==> config.mk <==
export PLATFORM = sky130hd
export DESIGN_NAME = aes_out_serializer_flat
export DESIGN_NICKNAME = d
export VERILOG_FILES = /design/src/rtl/aes_out_serializer_pkg.sv /design/src/rtl/aes_out_serializer_if.sv /design/src/rtl/aes_blk_fifo.sv /design/src/rtl/aes_out_serializer.sv /design/src/flat_wrapper.sv
export SDC_FILE = /design/constraint.sdc
export NUM_CORES = 1
export LEC_CHECK = 0
export CORE_MARGIN = 5
export CORE_UTILIZATION = 40
export CTS_CLUSTER_SIZE = 25
export DETAILED_ROUTE_END_ITERATION = 8
export GPL_TIMING_DRIVEN = 0
export PLACE_DENSITY = 0.56
export SLEW_MARGIN = 25
export SYNTH_ARGS = -nofsm -noshare
export SYNTH_HDL_FRONTEND = slang
export SYNTH_SLANG_ARGS = --single-unit
==> constraint.sdc <==
create_clock -name AES_clk -period 10.3 [get_ports AES_clk]
set_clock_uncertainty 0.2 [all_clocks]
set_input_delay 1.03 -clock AES_clk [delete_from_list [all_inputs] [get_ports AES_clk]]
set_output_delay 1.03 -clock AES_clk [all_outputs]
set_load 0.05 [all_outputs]
==> src/rtl/aes_out_serializer_pkg.sv <==
// Shared types and constants for the AES ciphertext output serializer.
// Optional parity output is enabled by defining AES_OUT_PARITY_EN.
package aes_out_pkg;

    localparam int unsigned WORD_W        = 32;
    localparam int unsigned WORDS_PER_BLK = 4;
    localparam int unsigned BLK_W         = WORD_W * WORDS_PER_BLK;

    typedef enum logic [0:0] {StIdle, StSend} ser_state_e;

    typedef logic [1:0] word_idx_t;

    // Most-significant word goes out first.
    function automatic logic [WORD_W-1:0] blk_word(input logic [BLK_W-1:0] blk,
                                                   input word_idx_t idx);
        logic [WORD_W-1:0] w;
        unique case (idx)
            2'd0:    w = blk[127:96];
            2'd1:    w = blk[95:64];
            2'd2:    w = blk[63:32];
            default: w = blk[31:0];
        endcase
        return w;
    endfunction

endpackage

==> src/rtl/aes_out_serializer_if.sv <==
// Word stream from the serializer to a narrow consumer.
// ser_parity exists only when AES_OUT_PARITY_EN is defined.
interface aes_out_serializer_if;

    logic [aes_out_pkg::WORD_W-1:0] ser_data;
    logic                           ser_valid;
    logic                           ser_ready;
    logic                           ser_last;
`ifdef AES_OUT_PARITY_EN
    logic                           ser_parity;
`endif

    modport master (
        output ser_data,
        output ser_valid,
        output ser_last,
`ifdef AES_OUT_PARITY_EN
        output ser_parity,
`endif
        input  ser_ready
    );

    modport slave (
        input  ser_data,
        input  ser_valid,
        input  ser_last,
`ifdef AES_OUT_PARITY_EN
        input  ser_parity,
`endif
        output ser_ready
    );

endinterface

==> src/rtl/aes_blk_fifo.sv <==
// DEPTH x 128-bit block FIFO; exposes the head entry and the entry behind it
// so the serializer can start the next block without a bubble.
module aes_blk_fifo
    import aes_out_pkg::*;
#(
    parameter  int unsigned DEPTH = 4,
    localparam int unsigned AW    = $clog2(DEPTH),
    localparam int unsigned LW    = AW + 1
) (
    input  logic             clk_i,
    input  logic             rst_i,
    input  logic             wr_en_i,
    input  logic [BLK_W-1:0] wr_data_i,
    input  logic             rd_en_i,
    output logic [BLK_W-1:0] head_o,
    output logic [BLK_W-1:0] next_o,
    output logic             full_o,
    output logic             empty_o,
    output logic [LW-1:0]    level_o
);

    logic [BLK_W-1:0] mem_q [DEPTH];
    logic [LW-1:0]    wr_ptr_q, wr_ptr_d;
    logic [LW-1:0]    rd_ptr_q, rd_ptr_d;
    logic [AW-1:0]    rd_next_idx;

    always_comb begin
        wr_ptr_d = wr_ptr_q;
        rd_ptr_d = rd_ptr_q;
        if (wr_en_i) wr_ptr_d = wr_ptr_q + LW'(1);
        if (rd_en_i) rd_ptr_d = rd_ptr_q + LW'(1);
    end

    always_ff @(posedge clk_i or posedge rst_i) begin
        if (rst_i) begin
            wr_ptr_q <= '0;
            rd_ptr_q <= '0;
        end else begin
            wr_ptr_q <= wr_ptr_d;
            rd_ptr_q <= rd_ptr_d;
        end
    end

    always_ff @(posedge clk_i) begin
        if (wr_en_i) mem_q[wr_ptr_q[AW-1:0]] <= wr_data_i;
    end

    assign rd_next_idx = rd_ptr_q[AW-1:0] + AW'(1);
    assign head_o      = mem_q[rd_ptr_q[AW-1:0]];
    assign next_o      = mem_q[rd_next_idx];
    assign level_o     = wr_ptr_q - rd_ptr_q;
    assign empty_o     = (wr_ptr_q == rd_ptr_q);
    assign full_o      = (level_o == LW'(DEPTH));

endmodule

==> src/rtl/aes_out_serializer.sv <==
// Captures AES ciphertext blocks on the valid rising edge and streams them as
// 32-bit words, MSW first. AES_OUT_PARITY_EN adds a registered ser_parity output.
module aes_out_serializer
    import aes_out_pkg::*;
#(
    parameter  int unsigned DEPTH = 4,
    localparam int unsigned LW    = $clog2(DEPTH) + 1
) (
    input  logic                  AES_clk,
    input  logic                  AES_rst,
    input  logic [BLK_W-1:0]      AES_data_out,
    input  logic                  AES_data_out_valid,
    aes_out_serializer_if.master  ser,
    output logic [LW-1:0]         fifo_level,
    output logic                  overflow,
    input  logic                  overflow_clr
);

    ser_state_e        state_q, state_d;
    word_idx_t         idx_q, idx_d;
    logic [WORD_W-1:0] data_q, data_d;
    logic              valid_q, valid_d;
    logic              last_q, last_d;
    logic              in_valid_q;
    logic              overflow_q, overflow_d;

    logic              capture, wr_en, drop, pop, fire;
    logic              full, empty;
    logic [BLK_W-1:0]  head, nxt;

    assign capture = AES_data_out_valid & ~in_valid_q;
    // A full FIFO still takes a block if the head leaves on the same edge.
    assign wr_en   = capture & (~full | pop);
    assign drop    = capture & full & ~pop;
    assign fire    = valid_q & ser.ser_ready;

    aes_blk_fifo #(
        .DEPTH (DEPTH)
    ) u_fifo (
        .clk_i     (AES_clk),
        .rst_i     (AES_rst),
        .wr_en_i   (wr_en),
        .wr_data_i (AES_data_out),
        .rd_en_i   (pop),
        .head_o    (head),
        .next_o    (nxt),
        .full_o    (full),
        .empty_o   (empty),
        .level_o   (fifo_level)
    );

    always_comb begin
        state_d = state_q;
        idx_d   = idx_q;
        data_d  = data_q;
        valid_d = valid_q;
        last_d  = last_q;
        pop     = 1'b0;
        unique case (state_q)
            StIdle: begin
                if (!empty) begin
                    state_d = StSend;
                    idx_d   = 2'd0;
                    data_d  = blk_word(head, 2'd0);
                    valid_d = 1'b1;
                    last_d  = 1'b0;
                end
            end
            StSend: begin
                if (fire) begin
                    if (idx_q == 2'd3) begin
                        pop = 1'b1;
                        if (fifo_level > LW'(1)) begin
                            idx_d  = 2'd0;
                            data_d = blk_word(nxt, 2'd0);
                            last_d = 1'b0;
                        end else begin
                            state_d = StIdle;
                            data_d  = '0;
                            valid_d = 1'b0;
                            last_d  = 1'b0;
                        end
                    end else begin
                        idx_d  = idx_q + 2'd1;
                        data_d = blk_word(head, idx_d);
                        last_d = (idx_d == 2'd3);
                    end
                end
            end
            default: state_d = StIdle;
        endcase
    end

    always_comb begin
        overflow_d = overflow_q;
        if (drop)              overflow_d = 1'b1;
        else if (overflow_clr) overflow_d = 1'b0;
    end

    always_ff @(posedge AES_clk or posedge AES_rst) begin
        if (AES_rst) begin
            state_q    <= StIdle;
            idx_q      <= 2'd0;
            data_q     <= '0;
            valid_q    <= 1'b0;
            last_q     <= 1'b0;
            in_valid_q <= 1'b0;
            overflow_q <= 1'b0;
        end else begin
            state_q    <= state_d;
            idx_q      <= idx_d;
            data_q     <= data_d;
            valid_q    <= valid_d;
            last_q     <= last_d;
            in_valid_q <= AES_data_out_valid;
            overflow_q <= overflow_d;
        end
    end

    assign ser.ser_data  = data_q;
    assign ser.ser_valid = valid_q;
    assign ser.ser_last  = last_q;
    assign overflow      = overflow_q;

`ifdef AES_OUT_PARITY_EN
    logic parity_q;

    always_ff @(posedge AES_clk or posedge AES_rst) begin
        if (AES_rst) parity_q <= 1'b0;
        else         parity_q <= ^data_d;
    end

    assign ser.ser_parity = parity_q;
`endif

endmodule

==> src/flat_wrapper.sv <==
// flat-port wrapper written by rule: the top's interface ports become plain ports
module aes_out_serializer_flat import aes_out_pkg::*;
#(
    parameter  int unsigned DEPTH = 4,
    localparam int unsigned LW    = $clog2(DEPTH) + 1
)
  (AES_clk, AES_rst, AES_data_out, AES_data_out_valid, fifo_level, overflow, overflow_clr, ser_ser_data, ser_ser_valid, ser_ser_last, ser_ser_ready);
  aes_out_serializer_if ser_i ();
  input  logic AES_clk;
  input  logic AES_rst;
  input  logic [BLK_W-1:0] AES_data_out;
  input  logic AES_data_out_valid;
  output logic [LW-1:0] fifo_level;
  output logic overflow;
  input  logic overflow_clr;
  output wire logic [$bits(ser_i.ser_data)-1:0] ser_ser_data;
  output wire logic [$bits(ser_i.ser_valid)-1:0] ser_ser_valid;
  output wire logic [$bits(ser_i.ser_last)-1:0] ser_ser_last;
  input wire logic [$bits(ser_i.ser_ready)-1:0] ser_ser_ready;
  assign ser_ser_data = ser_i.ser_data;
  assign ser_ser_valid = ser_i.ser_valid;
  assign ser_ser_last = ser_i.ser_last;
  assign ser_i.ser_ready = ser_ser_ready;
  aes_out_serializer #(.DEPTH(DEPTH)) u_core (.AES_clk(AES_clk), .AES_rst(AES_rst), .AES_data_out(AES_data_out), .AES_data_out_valid(AES_data_out_valid), .ser(ser_i), .fifo_level(fifo_level), .overflow(overflow), .overflow_clr(overflow_clr));
endmodule
==> reports/results.ini <==
[outcome]
outcome = finished, final reports clean

[grt]
grt_overflow_total = 0
grt_first_pass_wirelength_mm = 96.1
grtUsageTotal_pct = 20.5
maximum_number_of_pins_on_one_net_before_global_route_repair = 39
grt_antenna_before_repair = 6
first_global_vias = 14100

[timing]
maxSlewViolCount = 0
final_setup_violation_count = 0
timing.final.hold_violations = 0
fmax_mhz = 235
period_share_pct = 41.3
totalNegativeSetupSlack_ps = 0
rsz0062_at_grt = false
worst_slew_margin_pct = 29.1
worstMarginPinSlew_ps = 1060
fin_crit_ps = 4250

[logic_synthesis]
number_of_enable_type_register_cells_in_the_synthesized_netlist = 512
synth.cell_area_mm2 = 0.0239
avgSynthCellArea_um2 = 18.0
dominantRegCellSynth = edfxtp_1
netlist-cell-type-count = 43
register_bit_total_from_synthesis = 557
synth-async-reset-ratio_pct = 8.08
synthesized_net_count = 1473
yosys_warnings = 0
synthDominantAreaCellType = edfxtp_1
ys_top_cells_by_count = edfxtp_1, mux2_2, mux2i_1, mux4_2, dfrtp_1
synth.area.top_cells = edfxtp_1, mux2_2, mux4_2
synth_top_area_share_pct = 64.3
most_frequently_used_cell_type_in_the_post_synthesis_netlist = edfxtp_1
synthesized_instance_count = 1326
ys_seq_area_share_pct = 69.0

[detailed_routing]
viasPerCell = 5.65
initialDrtViolationCount = 1143
via_count = 13500
route.detailed.wl_per_inst_um = 28.1
postRouteAntennaNets = 0
drt-pass1-iter-count = 5
total_wire_length_mm = 67.3
drcViolationCount = 0

[critical_path]
critical_path.slowest_cell = clkdlybuf4s50_1
cp_cell_sequence = inv_1 -> ha_1 -> fa_1 -> xor3_2 -> clkdlybuf4s50_1
worst-endpoint-required_ps = 9070
critical_path.startpoint_type = flip-flop
worstSetupPathType = flip-flop to output port
crit_path_end_kind = output port
critPathArrivalTime_ps = 3020
timing.reg2reg.worst_path_depth = 8
crit_path_max_fanout = 5
slowest_delay_ps = 840

[run]
maxCapViolCount = 0

[placed_design]
dp_hpwl_mm = 44.1
detailed_place.area_mm2 = 0.0269
finalWeightedCongestion = 0.789
place.detailed.instances = 2283
port-buffer-count = 170

[cells_and_area]
drive_gt1_share_pct = 23.5
final_cells = 2393
layout.nets = 1717
regArea_mm2 = 0.0165
syn_to_final_growth_pct = 20.2
postLayoutCellArea_mm2 = 0.0287
multi_input_gate_area_in_the_final_layout_mm2 = 0.00664
final_core_util_pct = 48.6
fillers = 5004

[floorplanning]
floorplan.initialDensity_pct = 40.4
chipHeight_um = 254
die_width_um = 254
die_area_mm2 = 0.0647
core_area_mm2 = 0.0591
core.rowCount = 89
boundaryPins = 171

[hold_path]
holdCritPathClass = flip-flop to flip-flop
timing.hold.worst_path_depth = 2

[cts]
hold_buffers = 0
sink_count = 557
cts-buffers-inserted = 58
post_cts.resized_instances = 0
insertion_delay_ps = 620
setup_fix_buffers_added_after_clock_tree_synthesis = 0
cts_max_level = 2
cts_buffer_depth = 3
cts.clk_slew.worst_paths_ps = 60
cts.root.buffer_cell = clkbuf_16
cts_tree = built

[power]
static-leakage-power_nw = 9.57
p_per_area_mw_per_mm2 = 294
power.ir.vdd_worst_v = 0.000317

-- final cells by class --
type                       count  share of cell area [%]
antenna                        3                  0.0261
buffer                        88                    2.11
clock buffer                  73                    5.36
clock inverter                34                   0.997
inverter                      43                   0.570
multi-input combinational    638                    23.1
sequential                   557                    57.4
tap                          773                    3.37
timing repair buffer         184                    7.03
-- power by group --
| group | total (W) | switching [W] | internal, W |
|---|---|---|---|
| clock | 0.00202 | 0.000861 | 0.00115 |
| sequential | 0.00299 | 0.000153 | 0.00283 |
| combinational | 0.00343 | 0.00199 | 0.00144 |
| total | 0.00844 | 0.00301 | 0.00543 |
-- critical path, delay by kind of cell (launching register included) --
family                   cells  cell delay [ps]
XOR/XNOR                     1              480
adder cells (fa/ha/maj)      2              580
buffers and inverters        2              960
flip-flops                   1              380
-- per-stage QoR --
stage	hold slack [ps]	power (W)	worst slack [ps]
after floorplan	319	0.00530	4670
after global placement	333	0.00648	1380
after detailed placement	343	0.00649	6080
after CTS	354	0.00851	6010
after global routing	384	0.00879	5940
final	344	0.00844	6050
-- routing by layer --
layer / global-route usage [%] / wire length, µm
met2: 33.0 / 32200
met4: 5.94 / 1870
met1: 28.8 / 29000
met5: 0 / 32
met3: 3.63 / 4150
-- registers in the layout, indices dropped and copies added (netlist names) --
signal	flops
u_core.overflow	1
u_core.in_valid_q	1
u_core.u_fifo.mem_q	512
u_core.ser.ser_data	32
u_core.ser.ser_valid	1
u_core.state_q	1
u_core.u_fifo.wr_ptr_q	3
u_core.u_fifo.rd_ptr_q	3
u_core.ser.ser_last	1
u_core.idx_q	2
-- kinds of logic (layout without fill, tap and decap cells) --
family,after synthesis,count (layout),synth area share [%]
compound gates,236,236,7.65
mux,322,322,17.9
simple gates,60,60,1.15
xor+xnor,6,6,0.319
fa+ha+maj,14,14,0.764
other cells,0,3,0
flops,557,557,69.0
buf+inv,131,422,3.21
-- final timing paths --
check	start	to	slack, ps
worst min register to register	u_core.overflow	u_core.overflow	340
min in group asynchronous	AES_rst	u_core.ser.ser_data[23]	570
max in group asynchronous	AES_rst	u_core.ser.ser_data[12]	8790
worst min-delay path	u_core.overflow	u_core.overflow	340
worst max register to register	u_core.u_fifo.wr_ptr_q[0]	u_core.u_fifo.mem_q[3][18]	6650
worst max-delay path	u_core.u_fifo.wr_ptr_q[0]	fifo_level[2]	6050
-- layout by cell type, fill, tap and decap left out, types with 9 or more instances in the layout --
master           count
o22a_1              34
inv_1               42
a222oi_1            32
mux4_2              62
buf_2               16
clkinv_2            12
clkbuf_1            52
buf_6               14
mux2i_1             96
a31o_1              30
buf_4               11
mux2_2             153
clkbuf_16           59
nand2_1             36
dfrtp_1             45
a21oi_1             32
ha_1                13
a21boi_0            32
buf_12              13
edfxtp_1           512
a32oi_1             32
mux2_4               9
o21ai_0             35
clkdlybuf4s50_1    170
clkinv_1            13
Note: power is estimated with default switching activity, not from simulation.
